### config.mk
export PLATFORM = sky130hd
export DESIGN_NAME = apb_wait_slave
export DESIGN_NICKNAME = d
export VERILOG_FILES = /design/src/rtl/apb_wait_slave.sv
export SDC_FILE = /design/constraint.sdc
export NUM_CORES = 1
export LEC_CHECK = 0
export ABC_AREA = 1
export CAP_MARGIN = 10
export CORE_MARGIN = 2
export CORE_UTILIZATION = 34
export CTS_CLUSTER_DIAMETER = 30
export CTS_CLUSTER_SIZE = 40
export DETAILED_ROUTE_END_ITERATION = 10
export PLACE_DENSITY_LB_ADDON = 0.08
export SLEW_MARGIN = 5
export SYNTH_ARGS = -nofsm -noshare
export SYNTH_HDL_FRONTEND = slang
export SYNTH_SLANG_ARGS = --single-unit
### constraint.sdc
create_clock -name pclk -period 18.1 [get_ports pclk]
set_input_delay 1.81 -clock pclk [delete_from_list [all_inputs] [get_ports pclk]]
set_output_delay 1.81 -clock pclk [all_outputs]
set_load 0.05 [all_outputs]
### src/rtl/apb_wait_slave.sv
// APB completer with a byte-wide register file, programmable wait states,
// out-of-range error response and a sticky protocol-violation flag.
module apb_wait_slave #(
  parameter int DEPTH       = 64,
  parameter int WAIT_CYCLES = 2
) (
  input  logic       pclk,
  input  logic       preset,
  input  logic       psel,
  input  logic       penable,
  input  logic       pwrite,
  input  logic [7:0] paddr,
  input  logic [7:0] pwdata,
  output logic [7:0] prdata,
  output logic       pready,
  output logic       pslverr,
  output logic       proto_err
);

  localparam int AW = (DEPTH > 1) ? $clog2(DEPTH) : 1;
  localparam logic [3:0] WAIT_INIT = 4'(WAIT_CYCLES);

  typedef enum logic {
    S_IDLE,
    S_ACCESS
  } state_t;

  state_t     r_state;
  state_t     w_state_nxt;
  logic [3:0] r_cnt;
  logic [3:0] w_cnt_nxt;
  logic [7:0] r_addr;
  logic [7:0] r_wdata;
  logic       r_write;
  logic [7:0] r_mem [DEPTH];

  logic       w_setup;
  logic       w_violate;
  logic       w_wr_en;
  logic       w_rdy_nxt;
  logic [7:0] w_src_addr;
  logic       w_src_write;
  logic       w_src_ok;

  // zero-wait completion responds from the live setup-phase bus
  assign w_src_addr  = (r_state == S_IDLE) ? paddr : r_addr;
  assign w_src_write = (r_state == S_IDLE) ? pwrite : r_write;
  assign w_src_ok    = {1'b0, w_src_addr} < 9'(DEPTH);

  always_ff @(posedge pclk or posedge preset) begin
    if (preset) begin
      r_state <= S_IDLE;
      r_cnt   <= '0;
    end else begin
      r_state <= w_state_nxt;
      r_cnt   <= w_cnt_nxt;
    end
  end

  always_comb begin
    w_state_nxt = r_state;
    w_cnt_nxt   = r_cnt;
    w_rdy_nxt   = 1'b0;
    w_setup     = 1'b0;
    w_violate   = 1'b0;
    w_wr_en     = 1'b0;
    unique case (r_state)
      S_IDLE: begin
        if (psel && !penable) begin
          w_setup     = 1'b1;
          w_state_nxt = S_ACCESS;
          w_cnt_nxt   = WAIT_INIT;
          w_rdy_nxt   = (WAIT_INIT == 4'd0);
        end else if (psel && penable) begin
          w_violate = 1'b1;
        end
      end
      S_ACCESS: begin
        if (pready) begin
          w_state_nxt = S_IDLE;
          w_wr_en     = r_write && w_src_ok;
        end else if (!psel) begin
          w_state_nxt = S_IDLE;
          w_cnt_nxt   = '0;
        end else if (penable) begin
          if (r_cnt != 4'd0) w_cnt_nxt = r_cnt - 4'd1;
          w_rdy_nxt = (r_cnt <= 4'd1);
        end
      end
    endcase
  end

  always_ff @(posedge pclk or posedge preset) begin
    if (preset) begin
      r_addr    <= '0;
      r_wdata   <= '0;
      r_write   <= 1'b0;
      pready    <= 1'b0;
      prdata    <= '0;
      pslverr   <= 1'b0;
      proto_err <= 1'b0;
      for (int i = 0; i < DEPTH; i++) r_mem[i] <= '0;
    end else begin
      pready  <= w_rdy_nxt;
      prdata  <= '0;
      pslverr <= 1'b0;
      if (w_rdy_nxt) begin
        pslverr <= !w_src_ok;
        if (w_src_ok && !w_src_write)
          prdata <= r_mem[w_src_addr[AW-1:0]];
      end
      if (w_setup) begin
        r_addr  <= paddr;
        r_wdata <= pwdata;
        r_write <= pwrite;
      end
      if (w_violate) proto_err <= 1'b1;
      if (w_wr_en) r_mem[r_addr[AW-1:0]] <= r_wdata;
    end
  end

endmodule

* Yosys cells after proc, flatten, opt, wreduce, memory -nomap -nowiden *
Cells that the tools add are included.

operators by class
  add/subtract/negate cells = 1
  multiply operators = 0
  divide/modulo/power cells = 0
  order comparisons = 5
  equal/unequal tests = 4
  shift operators = 0
  mux-type cells = 31
  bitwise operators = 3
  reductions and logical operators = 10

operators by type and width
  operator                                                        number
  bitwise mux 512 bit                                             1
  binary-select mux 8 bit (select 6 bit)                          1
  demux 8 bit (select 6 bit)                                      1
  2-to-1 mux 8 bit                                                6
  2-to-1 mux 4 bit                                                5
  greater-or-equal comparator 7 bit, second input constant        2
  2-to-1 mux 1 bit                                                14
  NOT 6 -> 7 bit                                                  2
  less-than comparator 8 x 7 -> 1 bit, second input constant      1
  case mux 4 bit (2 select lines)                                 1
  less-than comparator 7 x 1 -> 1 bit, second input constant      1
  logical AND 1 bit                                               5
  less-or-equal comparator 4 x 1 -> 1 bit, second input constant  1
  case mux 1 bit (2 select lines)                                 2
  AND reduction 4 bit                                             1
  nonzero test 4 bit                                              1
  subtractor 4 x 1 -> 4 bit, second input constant                1
  zero test 1 bit                                                 3
  != test 3 x 2 -> 1 bit, second input constant                   1
  != test 3 bit, second input constant                            1
  != test 2 x 1 -> 1 bit, second input constant                   1
  != test 2 bit, second input constant                            1
  NOT 1 bit                                                       1

word-level totals
  flip-flop bits (word level) = 545
  latch bits = 0
  memory bits (writable) = 0
  ROM bits = 0
  input bits = 21
  output and inout port bits = 11
  word-level logic and storage cells = 127
  memories = 0

* Longest topological paths before layout *
  word-level depth = 7
  depth in mapped cells = 14
  depth with buffers taken out = 12

* Worst setup path before layout *
Ideal clock, no wire load.

  path kind = input-to-reg
  start = input port paddr[7]
  end = register r_mem[264] in the netlist's numbering
  library setup time = 0.133 ns
  arrival = 3.014 ns
  path slack = 14.953 ns
  stages on the path = 9
  cell sequence = o31ai_4 nand3_2 buf_6 inv_4 buf_6 nand2_2 clkbuf_1 nand2_1 o21ai_0

on the way
  longest elaborated chain between the ends = 5

RTL lines
  item                                 RTL line  source
  start, declared                      12        input logic [7:0] paddr,
  2-to-1 mux 8 bit                     46        assign w_src_addr = (r_state == S_IDLE) ? paddr : r_addr;
  less-than comparator 8 x 7 -> 1 bit  48        assign w_src_ok = {1'b0, w_src_addr} < 9'(DEPTH);
  logical AND 1 bit                    81        w_wr_en = r_write && w_src_ok;
  2-to-1 mux 1 bit                     79        if (pready) begin
  2-to-1 mux 1 bit                     67        unique case (r_state)
  end signal, assigned by index        118       if (w_wr_en) r_mem[r_addr[AW-1:0]] <= r_wdata;
  end, declared                        35        logic [7:0] r_mem [DEPTH];

No other way between the ends.
A chain may end at the register's enable or synchronous reset.

* Final worst setup path *
  start = input port paddr[0]
  end = register prdata[1]

on the way
  longest elaborated chain between the ends = 7
  elaborated cells between the ends (all ways) = 9

RTL lines
  item                                                 RTL line  source
  2-to-1 mux 8 bit *                                   46
  NOT 6 -> 7 bit (implied by the code)                 110       prdata <= r_mem[w_src_addr[AW-1:0]];
  binary-select mux 8 bit (select 6 bit)               110
  2-to-1 mux 8 bit (implied by the code) (2 in a row)  110
  2-to-1 mux 8 bit *                                   109       if (w_src_ok && !w_src_write)
  2-to-1 mux 8 bit *                                   107       if (w_rdy_nxt) begin
  end signal, assigned                                 110
  end, declared                                        14        output logic [7:0] prdata,

Every way passes the cells marked *; elsewhere a longest branch is shown, timed or not. The select of a mux whose other input is x is not followed.

==> key figures <==
Timing
  • Min Tclk post-route: ~5.2 ns
  • Unrepaired setup endpoints after global routing: false
  • Clk_skew: 0.03452 ns
  • Final Hold Violating Endpoints: 0
  • Slew HR: -21.35%
  • Tightest Pin Transition: 1.820 ns
  • Slew Viols, Final: 133
  • Worst hold margin: between 0.4 and 0.5 ns
  • Final Setup Violations: 0
  • Final Cycle Share: 28.93%
  • Setup TNS: 0 ns
  • Fmax achieved: 0.1910 GHz

Pwr
  • Gate power share: about an eighth
  • Leakage power: 13.38 nW
  • P_int: 3.221 mW
  • Clock share of power: between 60% and 70%
  • VDD IR max: 0.00008999 V
  • PwrDens: 143.8 nW/um^2
  • Sw Ratio: 27.54%
  • Sw power: 1.224 mW
  • Sequential fraction of design power: 28.1%

Global routing
  • Number of global-route vias before repair: 21.29k
  • Met2 global-route usage: a little over a third
  • Pin count of the biggest net entering global routing: 219
  • Most used routing layer: met2
  • Grt ovf: 0
  • First-pass GRT wire length: 132.7 mm
  • Total Routing Usage GR: a little under a quarter
  • Initial antenna violation count: 2
  • GR Layer Usage met1: between 30% and 40%
  • GR Util met3: 4.417%

Place
  • Cell Area, Placed: 25710 um^2
  • Port Buf Inserts: 31
  • Placer Congestion: between 0.8 and 0.9
  • Post-DP HPWL: 47.10 mm

Flow run
  • Maxcap violations: 0

Critical path
  • Crit end category: flop
  • Critical Path AT: 5.81 ns
  • Worst-path maximum fanout: 218
  • Reg2reg setup slack: roughly 13 ns
  • Startpoint Class: input pin
  • Critical Path RT: 18.67 ns
  • WS Path Type: input pin to flop

Run status
  • Status: finished, violations left
  • Failing checks: slew limit

CTS
  • CTS tree: built
  • Worst-skew pair later-pin latency: between 0.7 and 0.8 ns
  • Max clock buf depth: 3
  • Htree depth: 4
  • Clock transition at the registers of the reported paths: roughly 0.04 ns
  • Sinks on Clock Net: 545
  • CTS buffer count: approximately 150
  • # hold bufs at CTS: 0
  • Clk root buf: clkbuf_16
  • Post-CTS Setup Inserts: 0
  • Post-cts resize count: 0

Floorplan
  • Die width: 274.7 um
  • Die area: 75440 um^2
  • Row cnt: 99
  • Die Height: about 270 um
  • Initial Util: around a third
  • # IOs: 32
  • Core Area: around 73000 um^2

Routing
  • Total iterations of the first detailed-routing run: 5
  • DRT iter0 DRCs: 2179
  • Vias: 21.63k
  • Post-detailed-route count of antenna-violating nets: 0
  • DR WL/cell: between 20 and 25 um
  • DRC: 0
  • Vias per std cell: 5.213
  • Final WL: 85.36 mm

Yosys
  • Most area-consuming cells after synthesis: dfrtp_1 55%, nand2_1 16%, nand3_1 11%
  • Syn_nets: between 3k and 4k
  • Area leader, netlist: dfrtp_1
  • Avg Cell Area, Syn: ~8 um^2
  • Synth Register Bits: 545
  • Synth Instances: 3087
  • Synth top area share: 54.75%
  • Sequential area share after synthesis: 54.75%
  • Synthesis Warnings: 0
  • Mapped cell area: 24910 um^2
  • Post-synth cell types: 28

Layout
  • Final net count: 3088
  • Finished Cell Area: 30910 um^2
  • Most frequent cells in the layout: 1078 x nand2_1, 545 x dfrtp_1, 540 x nand3_1
  • Area Overhead vs Synth: 24.09%
  • Most common cell after layout, fill and taps aside: nand2_1
  • Share of post-route cells with drive strength above 1: 10.16%

Hold path
  • HP Class: flop to flop
## state kept, by name, indices dropped and copies added (netlist names)
| name | count |
|---|---|
| proto_err | 1 |
| prdata | 8 |
| r_wdata | 8 |
| r_mem | 512 |
| r_addr | 8 |
| r_state | 1 |
| pslverr | 1 |
| r_write | 1 |
| r_cnt | 4 |
| pready | 1 |
## Yosys cell counts, drive strengths merged
cell	number
o21ai	539
o31ai	1
nor2	53
nand2	1094
nor4	2
nor3	15
a31o	1
clkbuf	143
nand3b	1
ha	2
a21oi	3
nand3	541
buf	93
dfrtp	545
inv	52
xor2	2
## final cells by class
class | instances | area [um^2]
timing repair buffer | 65 | 578.1
antenna | 1 | 2.502
tap | 959 | 1200
sequential | 545 | 13640
inverter | 52 | 206.4
multi-input combinational | 2254 | 10090
clock buffer | 220 | 4394
clock inverter | 52 | 798.3
fill | 7275 | 41800
## layer usage
metal  wire length, um  vias to the layer above
met5                 7                        -
met4              2825                        2
met3              4697                      169
met2             38050                      635
met1             39780                    10600
li1                  -                    10220
## metrics by stage
stage / setup slack [ns] / instances / util (%) / total power [mW]
after detailed placement: 12.34 / 3875 / 35.36 / 1.791
after global routing: 12.71 / 4148 / 42.51 / 4.609
after floorplan: 1.055 / 3087 / - / 1.575
after global placement: 12.38 / 3875 / 35.36 / 1.791
after CTS: 13.09 / 4147 / 42.50 / 4.496
final: 12.86 / 4148 / 42.51 / 4.445
## worst max-delay path, stage by stage
cell	delay [ns]
clkdlybuf4s50_1	0.47
nand2_2	0.09
buf_4	0.62
nand2_4	0.44
buf_12	0.35
nand2_1	0.33
nand3_1	0.10
nand3_1	0.15
nand3_1	0.11
nand3_1	0.22
nand3_1	0.15
nand2_1	0.20
nor2_1	0.07
## kinds of logic after synthesis
logic type                 count (synthesis)  synth area share, %
AOI/OAI and AO/OA                        544                11.03
xor gates and xnor gates                   2              0.07034
adders and majority gates                  2               0.1005
buffers and inverters                    288                5.018
DFF                                      545                54.75
and+or+nand+nor                         1706                29.03
## power groups by stage
| stage | sequential, mW | clock (mW) | combinational, mW |
|---|---|---|---|
| after global routing | 1.25 | 2.80 | 0.563 |
| final | 1.25 | 2.68 | 0.519 |
| after global placement | 1.27 | 0 | 0.524 |
| after CTS | 1.25 | 2.72 | 0.526 |
| after floorplan | 1.26 | 0 | 0.312 |
| after detailed placement | 1.27 | 0 | 0.525 |
## final timing paths
path,startpoint,end,depth (start not counted)
setup / recovery,paddr[0],prdata[1],13
hold / removal,proto_err,proto_err,1
setup reg to reg,r_state,prdata[1],13
hold reg to reg,proto_err,proto_err,1
max in group asynchronous,preset,r_mem[470],5
min in group asynchronous,preset,r_mem[39],2
(Power assumes the default switching activity.)
